--- src/rtl/hls_launch_ctrl.sv ---
// Start/Done launch controller: job FIFO, one-cycle Start, Done capture with timeout, valid/ready result port.
// Optional HLS_LAUNCH_CYCLE_COUNT_EN adds lat_count (Start-to-Done cycles, saturating at 16'hFFFF).
module hls_launch_ctrl #(
    parameter int DATA_WIDTH = 16,
    parameter int NUM_IN     = 6,
    parameter int NUM_OUT    = 2,
    parameter int FIFO_DEPTH = 4,
    parameter int TIMEOUT    = 64
) (
    input  logic                          Clk,
    input  logic                          Rst,
    input  logic                          job_valid,
    output logic                          job_ready,
    input  logic [NUM_IN*DATA_WIDTH-1:0]  job_data,
    output logic                          Start,
    input  logic                          Done,
    output logic [NUM_IN*DATA_WIDTH-1:0]  op_bus,
    input  logic [NUM_OUT*DATA_WIDTH-1:0] res_bus,
    output logic                          res_valid,
    input  logic                          res_ready,
    output logic [NUM_OUT*DATA_WIDTH-1:0] res_data,
    output logic                          res_err,
    output logic                          busy
`ifdef HLS_LAUNCH_CYCLE_COUNT_EN
    ,
    output logic [15:0]                   lat_count
`endif
);

    localparam int IW = NUM_IN * DATA_WIDTH;
    localparam int PW = (FIFO_DEPTH > 1) ? $clog2(FIFO_DEPTH) : 1;
    localparam int CW = $clog2(FIFO_DEPTH + 1);
    localparam int TW = $clog2(TIMEOUT + 1);

    typedef enum logic [1:0] {
        ST_IDLE,
        ST_LAUNCH,
        ST_WAIT,
        ST_HOLD
    } state_t;

    state_t state, state_n;

    logic [IW-1:0] mem [FIFO_DEPTH];
    logic [PW-1:0] wr_ptr, rd_ptr;
    logic [CW-1:0] count;
    logic          full, empty, push, pop;
    logic          cap_done, cap_timeout;
    logic [TW-1:0] tcnt;

    assign full      = (count == CW'(FIFO_DEPTH));
    assign empty     = (count == '0);
    assign job_ready = ~full;
    assign push      = job_valid & ~full;

    always_ff @(posedge Clk) begin
        if (push) begin
            mem[wr_ptr] <= job_data;
        end
    end

    // Pop decisions use the pre-push count, so a push into an empty FIFO is never bypassed.
    always_ff @(posedge Clk or negedge Rst) begin
        if (!Rst) begin
            wr_ptr <= '0;
            rd_ptr <= '0;
            count  <= '0;
        end else begin
            if (push) begin
                wr_ptr <= wr_ptr + 1'b1;
            end
            if (pop) begin
                rd_ptr <= rd_ptr + 1'b1;
            end
            case ({push, pop})
                2'b10:   count <= count + 1'b1;
                2'b01:   count <= count - 1'b1;
                default: count <= count;
            endcase
        end
    end

    always_ff @(posedge Clk or negedge Rst) begin
        if (!Rst) begin
            state <= ST_IDLE;
        end else begin
            state <= state_n;
        end
    end

    always_comb begin
        state_n     = state;
        pop         = 1'b0;
        cap_done    = 1'b0;
        cap_timeout = 1'b0;
        unique case (state)
            ST_IDLE: begin
                if (!empty) begin
                    pop     = 1'b1;
                    state_n = ST_LAUNCH;
                end
            end
            ST_LAUNCH: begin
                state_n = ST_WAIT;
            end
            ST_WAIT: begin
                if (Done) begin
                    cap_done = 1'b1;
                    state_n  = ST_HOLD;
                end else if (tcnt == TW'(TIMEOUT - 1)) begin
                    cap_timeout = 1'b1;
                    state_n     = ST_HOLD;
                end
            end
            ST_HOLD: begin
                if (res_ready) begin
                    if (!empty) begin
                        pop     = 1'b1;
                        state_n = ST_LAUNCH;
                    end else begin
                        state_n = ST_IDLE;
                    end
                end
            end
            default: state_n = ST_IDLE;
        endcase
    end

    assign Start     = (state == ST_LAUNCH);
    assign res_valid = (state == ST_HOLD);
    assign busy      = (state != ST_IDLE);

    // tcnt counts the Start cycle as 1, so it equals the Start-to-Done distance on the Done cycle.
    always_ff @(posedge Clk or negedge Rst) begin
        if (!Rst) begin
            tcnt <= '0;
        end else if (state == ST_LAUNCH) begin
            tcnt <= TW'(1);
        end else if (state == ST_WAIT) begin
            tcnt <= tcnt + 1'b1;
        end
    end

    always_ff @(posedge Clk or negedge Rst) begin
        if (!Rst) begin
            op_bus <= '0;
        end else if (pop) begin
            op_bus <= mem[rd_ptr];
        end
    end

    always_ff @(posedge Clk or negedge Rst) begin
        if (!Rst) begin
            res_data <= '0;
            res_err  <= 1'b0;
        end else if (cap_done) begin
            res_data <= res_bus;
            res_err  <= 1'b0;
        end else if (cap_timeout) begin
            res_data <= '0;
            res_err  <= 1'b1;
        end
    end

`ifdef HLS_LAUNCH_CYCLE_COUNT_EN
    localparam logic [15:0] TIMEOUT_SAT = (TIMEOUT > 65535) ? 16'hFFFF : 16'(TIMEOUT);

    always_ff @(posedge Clk or negedge Rst) begin
        if (!Rst) begin
            lat_count <= '0;
        end else if (cap_done) begin
            lat_count <= (32'(tcnt) > 32'd65535) ? 16'hFFFF : 16'(tcnt);
        end else if (cap_timeout) begin
            lat_count <= TIMEOUT_SAT;
        end
    end
`endif

endmodule

--- config.mk ---
export PLATFORM = sky130hd
export DESIGN_NAME = hls_launch_ctrl
export DESIGN_NICKNAME = d
export VERILOG_FILES = /design/src/rtl/hls_launch_ctrl.sv
export SDC_FILE = /design/constraint.sdc
export NUM_CORES = 1
export LEC_CHECK = 0
export CAP_MARGIN = 20
export CORE_MARGIN = 4
export CORE_UTILIZATION = 59
export DETAILED_ROUTE_END_ITERATION = 10
export GPL_ROUTABILITY_DRIVEN = 0
export MAX_ROUTING_LAYER = met4
export PLACE_DENSITY = 0.84
export SLEW_MARGIN = 20
export SYNTH_ARGS = -nofsm -noshare
export SYNTH_HDL_FRONTEND = slang
export SYNTH_SLANG_ARGS = --single-unit
--- constraint.sdc ---
create_clock -name Clk -period 6.7 [get_ports Clk]
set_input_delay 1.34 -clock Clk [delete_from_list [all_inputs] [get_ports Clk]]
set_output_delay 1.34 -clock Clk [all_outputs]
set_load 0.1 [all_outputs]
Word level (Yosys, flattened, before mapping)
Memories as Yosys holds them, arrays and structs flattened. A register that Yosys moved wholly into a read port is not among the register bits.
Cells that the tools add are included.
{"block": "word_totals", "out_inout_bits": 133, "romBits": 0, "elab_cells": 56, "latchBits": 0, "reg_bits": 49, "input_bits": 133, "mem_bits_rw": 384, "mem_count": 1}
{"memory": "mem", "words": 4, "word_bits": 96, "read_ports": 1, "rd_ports_with_merged_regs": 1, "wr": 1, "line": "44", "text": "logic [IW-1:0] mem [FIFO_DEPTH];"}
{"block": "classes", "add_sub_neg": 5, "muxes": 23, "order_cmp": 0, "shifts": 0, "div": 0, "eq_ne": 10, "multipliers": 0, "reduce_logical": 8, "bitwise_logic": 2}
{"operator": "two-way mux 32 bit", "n": 2}
{"operator": "two-way mux 7 bit", "n": 2}
{"operator": "two-way mux 1 bit", "n": 12}
{"operator": "two-way mux 2 bit", "n": 4}
{"operator": "case mux 2 bit (4 select lines)", "n": 1}
{"operator": "nonzero test 2 bit", "n": 4}
{"operator": "adder 7 x 1 -> 7 bit, second input constant", "n": 1}
{"operator": "equality test 7 x 6 -> 1 bit, second input constant", "n": 1}
{"operator": "equality test 2 bit, second input constant", "n": 3}
{"operator": "case mux 3 bit (2 select lines)", "n": 1}
{"operator": "adder 2 x 1 -> 2 bit, second input constant", "n": 2}
{"operator": "equality test 2 x 1 -> 1 bit, second input constant", "n": 2}
{"operator": "adder 3 x 1 -> 3 bit, second input constant", "n": 1}
{"operator": "equality test 3 bit, second input constant", "n": 1}
{"operator": "zero test 3 bit", "n": 1}
{"operator": "!= test 3 bit, second input constant", "n": 1}
{"operator": "AND reduction 3 bit", "n": 1}
{"operator": "subtractor 3 x 1 -> 3 bit, second input constant", "n": 1}
{"operator": "zero test 2 bit", "n": 1}
{"operator": "!= test 2 x 1 -> 1 bit, second input constant", "n": 1}
{"operator": "!= test 2 bit, second input constant", "n": 1}
{"operator": "case mux 1 bit (2 select lines)", "n": 1}
{"operator": "AND 1 bit", "n": 1}
{"operator": "zero test 1 bit", "n": 1}
{"operator": "NOT 1 bit", "n": 1}

Logic depth before layout (Yosys ltp)
Gate-level depths: netlist of the first run.
{"block": "logic_depth", "word_depth": 6, "depth_mapped": 12, "depth_no_buf": 10}

Worst setup path after synthesis of the first run
Ideal clock, no wire load.
{"block": "synth_timing", "path_kind": "reg2reg", "startpoint": "register count[0]", "endpoint": "memory mem[0][0] (netlist name), enable pin", "period_less_slack_ns": 4.145, "path_stages_with_launch": 4, "slack_ns": 2.555, "n_path_buf": 0, "required_ns": 6.234, "arrival_time_ns": 3.678, "setup_ns": 0.466, "cell_sequence": "dfrtp_1 -> inv_1 -> nand3_1 -> and3_1"}
{"block": "synth_via", "elab_chain_len": 5}
{"element": "start, declared", "line": "46", "text": "logic [CW-1:0] count;"}
{"element": "start signal, assigned", "line": "76", "text": "2'b10: count <= count + 1'b1;"}
{"element": "start signal, assigned", "line": "77", "text": "2'b01: count <= count - 1'b1;"}
{"element": "start signal, assigned", "line": "78", "text": "default: count <= count;"}
{"element": "equality test 3 bit", "line": "51", "text": "assign full = (count == CW'(FIFO_DEPTH));"}
{"element": "NOT 1 bit"}
{"element": "named net job_ready", "line": "13", "text": "output logic job_ready,"}
{"element": "AND 1 bit", "line": "54", "text": "assign push = job_valid & ~full;"}
{"element": "two-way mux 1 bit", "line": "57", "text": "if (push) begin"}
{"element": "two-way mux 1 bit (implied by the code)", "line": "58", "text": "mem[wr_ptr] <= job_data;"}
{"element": "end, declared", "line": "44"}
The timed path passes the listed nets, and every way through them passes these cells.

Final worst setup path of the first run
{"block": "layout_timing", "startpoint": "register state[1]", "endpoint": "output Start"}
{"block": "layout_via", "elab_chain_len": 1}
{"element": "start, declared", "line": "42", "text": "state_t state, state_n;"}
{"element": "start signal, assigned", "line": "87", "text": "state <= state_n;"}
{"element": "equality test 2 x 1 -> 1 bit", "line": "129", "text": "assign Start = (state == ST_LAUNCH);"}
{"element": "end, declared", "line": "15", "text": "output logic Start,"}
Every way passes these cells.

==> key figures, run 1 <==
Run status
  • Status: finished clean

Yosys
  • Most common cell in the netlist: edfxtp_1
  • Post-synth top area share: 0.590
  • Post-synthesis cell count: between 800 and 900
  • Seq/Total Area, Yosys: 0.775
  • Syn_nets: 1,027
  • Top_reg_cell synth: edfxtp_1
  • Synthesized flop and latch total: 529
  • EDFF count, synth: 384
  • Synth warnings: 0
  • Mapped Area: 19,600 um^2
  • Avg Inst Size Synth: 22.2 um^2
  • Synth area leader: edfxtp_1
  • Asr flop ratio synth: 0.274
  • Post-synth top cells: edfxtp_1 (384), dfrtp_1 (145), mux4_2 (96)
  • Area contributors post-synth: edfxtp_1 (59%), dfrtp_1 (19%), mux4_2 (11%), mux2_2 (5.2%), a22o_1 (1.4%)
  • Yosys cell types: 38

GRT
  • First-pass GRT wire length: 60,600 um
  • Initial antenna violation count: 8
  • Vias in the first global route: 10,200
  • Largest net degree at the start of global routing: 77
  • Grt ovf: 0
  • Gr usage total: 0.227

Clock network
  • Clk_lat worst skew: between 500 and 600 ps
  • Post-CTS setup buffers: 0
  • TritonCTS Buffers: 50
  • Clock Tree Buf Depth: 3
  • CTS tree: done
  • Post-CTS Hold Buffers: 0
  • Resized Gates After CTS: 0
  • CTS Sinks: 529
  • H-tree Lvls: 2
  • Clock slew at reported path FFs: 60 ps
  • Root Buffer Master: clkbuf_16

Floorplan
  • Initial Util: 0.599
  • Rows: 66
  • Die area: around 36,000 um^2
  • # IOs: 266
  • Die Y: approximately 190 um
  • Core footprint: 32,600 um^2
  • Width of the die: 190 um

Placed design
  • Dpl cell area: 22,600 um^2
  • DP HPWL: 23,600 um
  • IO Port Bufs: 265

Run
  • Max-Cap Viols: 0

Finish
  • Layout cells sized above 1: 0.240
  • Final instance area: 24,300 um^2
  • Fin util: 0.746
  • Area delta synth->final: 24.5%
  • Final #Nets: 1,315

Worst setup path
  • Worst setup EP type: output port
  • Crit path DAT: around 2700 ps
  • Critical setup path kind: reg -> out
  • Startpoint type of the worst setup path: flip-flop
  • R2R Setup Slk: 3450 ps
  • Critical R2R Capture: op_bus[95]
  • Crit path required time: between 5000 and 6000 ps
  • Worst reg2reg path depth: 6
  • Max FO, Critical Path: 8
  • RR Startpoint: state[0]

Timing
  • Worst Tran Pin Value: 1090 ps
  • Setup Skew: 15.5 ps
  • Final setup fails: 0
  • Setup total negative slack: 0 ps
  • FMAX: 250 MHz
  • Slew Limit Headroom: 0.268
  • Unrepaired setup endpoints after global routing: no
  • Slew Limit Fails: 0
  • Fin crit share: 0.597
  • Hold violation count in the final report: 0
  • Min cycle time layout: 4000 ps

Drt
  • Wire per inst: 23.9 um
  • WL final: 39,700 um
  • Vias per inst: 5.74
  • Initial DRC Count: 706
  • DR pass1 iterations: 5
  • # DRC: 0
  • ANT nets after route: 0
  • DR vias: 9,542

Min path
  • Hold_sp: res_data[0]
  • HP Class: reg -> reg
  • Hold Crit Depth: 1
  • Hold path endpoint: res_data[0]
-- layout make-up --
type	count	area [um^2]
multi-input combinational	296	4130
clock inverter	23	230
clock buffer	71	1420
fill	1791	8280
tap	442	553
sequential	529	15200
timing repair buffer	276	2760
inverter	17	63.8
antenna	8	20.0
-- registers in the layout (all words and copies together), names as in the netlist --
name / flops
mem: 384
op_bus: 96
res_data: 32
tcnt: 7
count: 3
rd_ptr: 2
state: 2
wr_ptr: 2
res_err: 1
-- how the worst max path moves through the flow --
stage                    from          to  slack (ps)  cells after the start
floorplan            count[0]   mem[0][0]        2560                      3
global route         state[1]       Start        2620                      3
detailed placement  res_ready  op_bus[70]        2680                      6
CTS                  state[1]       Start        2680                      3
finish               state[1]       Start        2700                      3
global placement    res_ready  op_bus[66]        2730                      6
-- cells by family (layout without fill, tap and decap cells) --
family / count (synthesis) / count (layout) / share of synthesized area
mux: 196 / 196 / 0.169
other cells: 0 / 8 / 0
xor+xnor: 6 / 6 / 0.00269
flops: 529 / 529 / 0.775
fa+ha+maj: 12 / 12 / 0.00806
buf+inv: 57 / 387 / 0.0154
simple gates: 33 / 33 / 0.00973
compound gates: 49 / 49 / 0.0196
-- routing by layer --
layer | vias to the layer above | GRT usage | wire (um)
met1 | 4959 | 0.305 | 15700
met3 | 67 | 0.0400 | 2640
met4 | 0 | 0.0690 | 1150
met2 | 366 | 0.365 | 20200
met5 | - | - | 0
li1 | 4150 | - | -
-- cells in the final DEF (no fill, tap or decap), drive strengths merged, types with 5 or more instances in the layout --
master	instances
a22o	32
inv	19
ha	11
mux2	97
mux4	96
a21oi	5
nand3	5
o22ai	5
clkinv	16
clkbuf	71
clkdlybuf4s50	264
dfrtp	145
edfxtp	384
diode	8
nor2	6
buf	12
-- critical path: stages, from the launching register on --
cell and delay (ps):
dfrtp_1 410, inv_1 150, ha_1 360, clkdlybuf4s50_1 1200
-- through the flow --
step / worst slack, ps / hold slack (ps) / std cells
final: 2700 / 500 / 1662
after global routing: 2620 / 517 / 1662
after CTS: 2680 / 502 / 1653
after detailed placement: 2680 / 482 / 1559
after global placement: 2730 / 479 / 1559
after floorplan: 2560 / 482 / 882
Power of run 1 is left out: the tool's default activity adds up to more than one toggle a clock period on the data nets, which glitch-free logic cannot reach.
==> run 2, diff against run 1 <==
- CORE_UTILIZATION: 59 -> 49
- PLACE_DENSITY: 0.84 -> 0.74
- clock period: 6.7 -> 3.3 ns (I/O delays scaled with it)
==> key figures, run 2 (synthesis results as in run 1) <==
Finish
  • Filler cells: 2,686 (+50%)
  • Layout cells sized above 1: 0.360 (+0.120)
  • Multi-input logic area: 4120 um^2 (-0.21%)
  • Commonest non-fill, non-tap cell in the layout: edfxtp_1
  • Final #Nets: 1,341 (+2.0%)
  • Largest Register: mem
  • Top flop regs: mem (384), op_bus (96), res_data (32)
  • FF/Latch Area: 15,200 um^2 (unchanged)
  • Final instance area: 24,500 um^2 (+0.58%)
  • Area delta synth->final: 25.2%
  • Number of diodes: 0 (-8)
  • Max reg flops: 384 (unchanged)
  • Commonest cells after routing, fill and taps aside: edfxtp_1 (384), buf_4 (154), dfrtp_1 (143)

Floorplan
  • Core footprint: 39,000 um^2 (+20%)
  • Rows: 72 (+9.1%)
  • Die Y: 208 um (+9.3%)
  • Die area: 43,200 um^2 (+20%)
  • Initial Util: 0.501 (-0.0982)
  • # IOs: 266 (unchanged)
  • Width of the die: 208 um (+9.3%)

Worst setup path
  • Max FO, Critical Path: 16 (+8)
  • Worst reg2reg path depth: 9 (+3)
  • Startpoint type of the worst setup path: flip-flop
  • Worst setup EP type: flip-flop
  • Crit path DAT: 3060 ps (+400 ps)
  • Crit path required time: 3800 ps (-1560 ps)
  • R2R Setup Slk: 740 ps (-2710 ps)
  • Critical path's slowest cell: ha_1
  • Critical setup path kind: reg -> reg
  • Crit-path max cell delay: 520 ps (-680 ps)
  • Critical R2R Capture: count[2]
  • CP Cell Sequence: inv_1, ha_1, nor3_4, ha_1, inv_1, fa_1, xor2_1, nor2_1, xor2_1
  • RR Startpoint: state[0]

Clock network
  • H-tree Lvls: 2 (unchanged)
  • CTS tree: done
  • CTS Sinks: 529 (unchanged)
  • TritonCTS Buffers: 52 (+4.0%)
  • Root Buffer Master: clkbuf_16
  • Clock slew at reported path FFs: 60 ps (about the same)
  • Clock Tree Buf Depth: 3 (unchanged)
  • Clk_lat worst skew: 580 ps (+20 ps)
  • Post-CTS setup buffers: 0 (unchanged)

Timing
  • Worst Tran Pin Value: 639 ps (-456 ps)
  • Slew Limit Headroom: 0.574 (+0.306)
  • Unrepaired setup endpoints after global routing: no
  • Fin worst setup slack: 737 ps (-1960 ps)
  • Fin crit share: 0.777
  • FMAX: roughly 400 MHz
  • Slew Limit Fails: 0 (unchanged)
  • Min cycle time layout: 2560 ps
  • Setup Skew: 16.0 ps (+0.462 ps)
  • Setup total negative slack: 0 ps (unchanged)
  • Final setup fails: 0 (unchanged)
  • Hold violation count in the final report: 0 (unchanged)
  • Hold slack: 499 ps (-0.102 ps)

Placed design
  • Dpl cell area: 22,700 um^2 (+0.43%)
  • DP HPWL: 24,100 um (+2.3%)
  • IO Port Bufs: 265 (unchanged)
  • Post-Place Setup Slack: 659 ps (-2020 ps)

GRT
  • Gr usage total: 0.186 (-0.0408)
  • Initial antenna violation count: 0 (-8)
  • Vias in the first global route: 10,200 (-0.57%)
  • Met1 GRT Util: 0.241 (-0.0638)
  • Met2 usage in global routing: 0.306 (-0.0590)
  • GRT busiest layer: met2
  • First-pass GRT wire length: 60,900 um (+0.37%)
  • Largest net degree at the start of global routing: 79 (+2.6%)
  • Routing usage on met3: 0.0408 (+0.000804)
  • Grt ovf: 0 (unchanged)

Drt
  • Vias per inst: 5.44 (-5.3%)
  • # DRC: 0 (unchanged)
  • Wire per inst: 22.1 um (-7.4%)
  • DR vias: 9,559 (+0.18%)
  • ANT nets after route: 0 (unchanged)
  • Initial DRC Count: 420 (-41%)
  • WL final: 38,900 um (-2.0%)
  • DR pass1 iterations: 4 (-1)

Min path
  • Hold Crit Depth: 1 (unchanged)
  • Hold path endpoint: res_data[5]
  • HP Class: reg -> reg
  • Hold_sp: res_data[5]

Run
  • Max-Cap Viols: 0 (unchanged)

Run status
  • Status: finished clean
[run 2: worst max path at each step]
stage | startpoint | endpoint | slack (ps) | cells after the start
after CTS | state[0] | count[2] | 740 | 9
final | state[0] | count[2] | 740 | 9
after global routing | state[0] | count[2] | 550 | 9
after global placement | res_ready | count[2] | 690 | 9
after floorplan | state[0] | count[2] | 90 | 11
after detailed placement | res_ready | count[2] | 660 | 9
[run 2: what timing repair did]
action,CTS,global route
hold buffers,1,0
resized for setup,0,0
hold endpoints to repair,22,0
endpoints found under the setup margin,0,0
[run 2: worst max-delay path: cells and delay by family, from the launching register on]
family	cells	cell delay (ps)
flops	1	410
fa+ha+maj	3	1130
buf+inv	2	170
xor+xnor	2	320
simple gates	2	460
[run 2: stage by stage]
stage,utilization,instances
global route,0.628,1758
CTS,0.628,1758
detailed placement,0.583,1659
floorplan,-,882
finish,0.628,1758
global placement,0.583,1659
[run 2: per-layer routing]
| metal | routed length, um | up-vias |
|---|---|---|
| met5 | 0 | - |
| met4 | 793 | 0 |
| met3 | 2070 | 54 |
| met2 | 20100 | 262 |
| met1 | 16000 | 5042 |
| li1 | - | 4201 |
[run 2: area by class of cell]
cell class / count / area share
flip-flops and latches: 529 / 0.620
multi-input cells: 296 / 0.168
repair buffers: 300 / 0.112
clock buffers: 72 / 0.0583
well taps: 518 / 0.0265
clock inverters: 26 / 0.0125
inverters: 17 / 0.00261
Power of run 2 is left out for the same reason.
==> run 3, diff against run 2 <==
- clock period: 3.3 -> 2.3 ns (I/O delays scaled with it)
==> key figures, run 3 (synthesis results as in run 1) <==
Worst setup path
  • Critical setup path kind: reg -> out
  • Critical path buffers and inverters: 2 (unchanged)
  • Crit path DAT: 1710 ps (-1350 ps)
  • R2R Setup Slk: 160 ps (-580 ps)
  • Critical R2R Capture: count[2]
  • Max FO, Critical Path: 8 (-8)
  • Setup crit start: state[1]
  • Cell family with most CP delay: flip-flops
  • Crit-path max cell delay: 420 ps (-100 ps)
  • Worst setup EP type: output port
  • Worst reg2reg path depth: 10 (+1)
  • RR Startpoint: state[1]
  • CP Cell Sequence: inv_1, ha_2, buf_12
  • Startpoint type of the worst setup path: flip-flop
  • Critical path's slowest cell: dfrtp_1
  • Crit path required time: 1840 ps (-1960 ps)

Placed design
  • Dpl cell area: 22,800 um^2 (+0.48%)
  • IO Port Bufs: 265 (unchanged)
  • Placed Cells: 1,655 (-0.24%)
  • DP HPWL: 23,100 um (-4.4%)

Floorplan
  • Die Y: 208 um (unchanged)
  • Core footprint: 39,000 um^2 (unchanged)
  • Width of the die: 208 um (unchanged)
  • # IOs: 266 (unchanged)
  • Die area: 43,200 um^2 (unchanged)
  • Initial Util: 0.501 (unchanged)
  • Rows: 72 (unchanged)

Finish
  • Top flop regs: mem (384), op_bus (96), res_data (32)
  • Final #Nets: 1,338 (-0.22%)
  • Fin cells: 1,761 (+0.17%)
  • Largest Register: mem
  • Commonest cells after routing, fill and taps aside: edfxtp_1 (384), dfrtp_1 (143), buf_4 (143)
  • Final instance area: 24,600 um^2 (+0.53%)
  • Layout cells sized above 1: 0.368 (+0.00704)
  • Area delta synth->final: 25.9%
  • Fin util: 0.631 (+0.00334)
  • Commonest non-fill, non-tap cell in the layout: edfxtp_1
  • Max reg flops: 384 (unchanged)

Drt
  • # DRC: 0 (unchanged)
  • Initial DRC Count: 516 (+23%)
  • Vias per inst: 5.35 (-1.6%)
  • WL final: 38,200 um (-1.8%)
  • ANT nets after route: 0 (unchanged)
  • DR pass1 iterations: 4 (unchanged)
  • DR vias: 9,423 (-1.4%)
  • Wire per inst: 21.7 um (-1.9%)

Clock network
  • TritonCTS Buffers: 53 (+1.9%)
  • CTS tree: done
  • CTS Sinks: 529 (unchanged)
  • Clk_lat worst skew: 580 ps (about the same)
  • Clock slew at reported path FFs: 60 ps (about the same)
  • H-tree Lvls: 2 (unchanged)
  • Clock Tree Buf Depth: 3 (unchanged)
  • Root Buffer Master: clkbuf_16
  • Post-CTS setup buffers: 0 (unchanged)

GRT
  • First-pass GRT wire length: 60,300 um (-0.96%)
  • Vias in the first global route: 10,400 (+1.9%)
  • Grt ovf: 0 (unchanged)
  • Gr usage total: 0.183 (-0.00328)
  • Largest net degree at the start of global routing: 69 (-13%)
  • Initial antenna violation count: 4 (+4)

Timing
  • Unrepaired setup endpoints after global routing: no
  • Hold violation count in the final report: 0 (unchanged)
  • Min cycle time layout: 2170 ps
  • Setup Skew: 17.5 ps (+1.54 ps)
  • Fin crit share: 0.942
  • Setup total negative slack: 0 ps (unchanged)
  • Worst Tran Pin Value: 649 ps (+10.3 ps)
  • Final setup fails: 0 (unchanged)
  • Slew Limit Headroom: 0.562 (-0.0124)
  • Slew Limit Fails: 0 (unchanged)
  • FMAX: 462 MHz

Run status
  • Status: finished clean

Run
  • Max-Cap Viols: 0 (unchanged)

Min path
  • HP Class: in -> async
run 3: area by class of cell:
class                   count  area [um^2]
inverters                  17         63.8
flip-flops and latches    529        15200
fillers                  2692        14400
repair buffers            296         2810
clock buffers              80         1580
multi-input cells         296         4170
well taps                 518          648
diodes                      5         12.5
clock inverters            20          156
run 3: worst max-delay path by stage:
stage,slack [ps],to,cells past startpoint
3_5_place_dp,-50,op_bus[18],6
6_report,130,Start,3
4_1_cts,70,busy,4
2_1_floorplan,-180,count[2],11
5_1_grt,4,count[2],10
3_3_place_gp,-50,op_bus[26],6
run 3: layer usage:
| metal | routed length, um | GRT usage | vias to the layer above |
|---|---|---|---|
| met5 | 0 | - | - |
| met4 | 700 | 0.0412 | 0 |
| met3 | 2550 | 0.0530 | 52 |
| met2 | 19100 | 0.295 | 255 |
| met1 | 15900 | 0.235 | 4927 |
| li1 | - | - | 4189 |
run 3: what timing repair did:
| action | 4_1_cts | 5_1_grt |
|---|---|---|
| resized for setup | 1 | 1 |
| hold endpoints to repair | 35 | 0 |
| hold buffers | 1 | 0 |
| setup endpoints to repair | 1 | 7 |
| pin swaps | 0 | 0 |
run 3: stage by stage:
step / setup slack [ps] / hold slack [ps]
after detailed placement: -54.1 / 425
after global placement: -48.8 / 417
after global routing: 3.65 / 389
after CTS: 74.6 / 356
after floorplan: -178 / 164
final: 134 / 375
Power of run 3 is left out for the same reason.
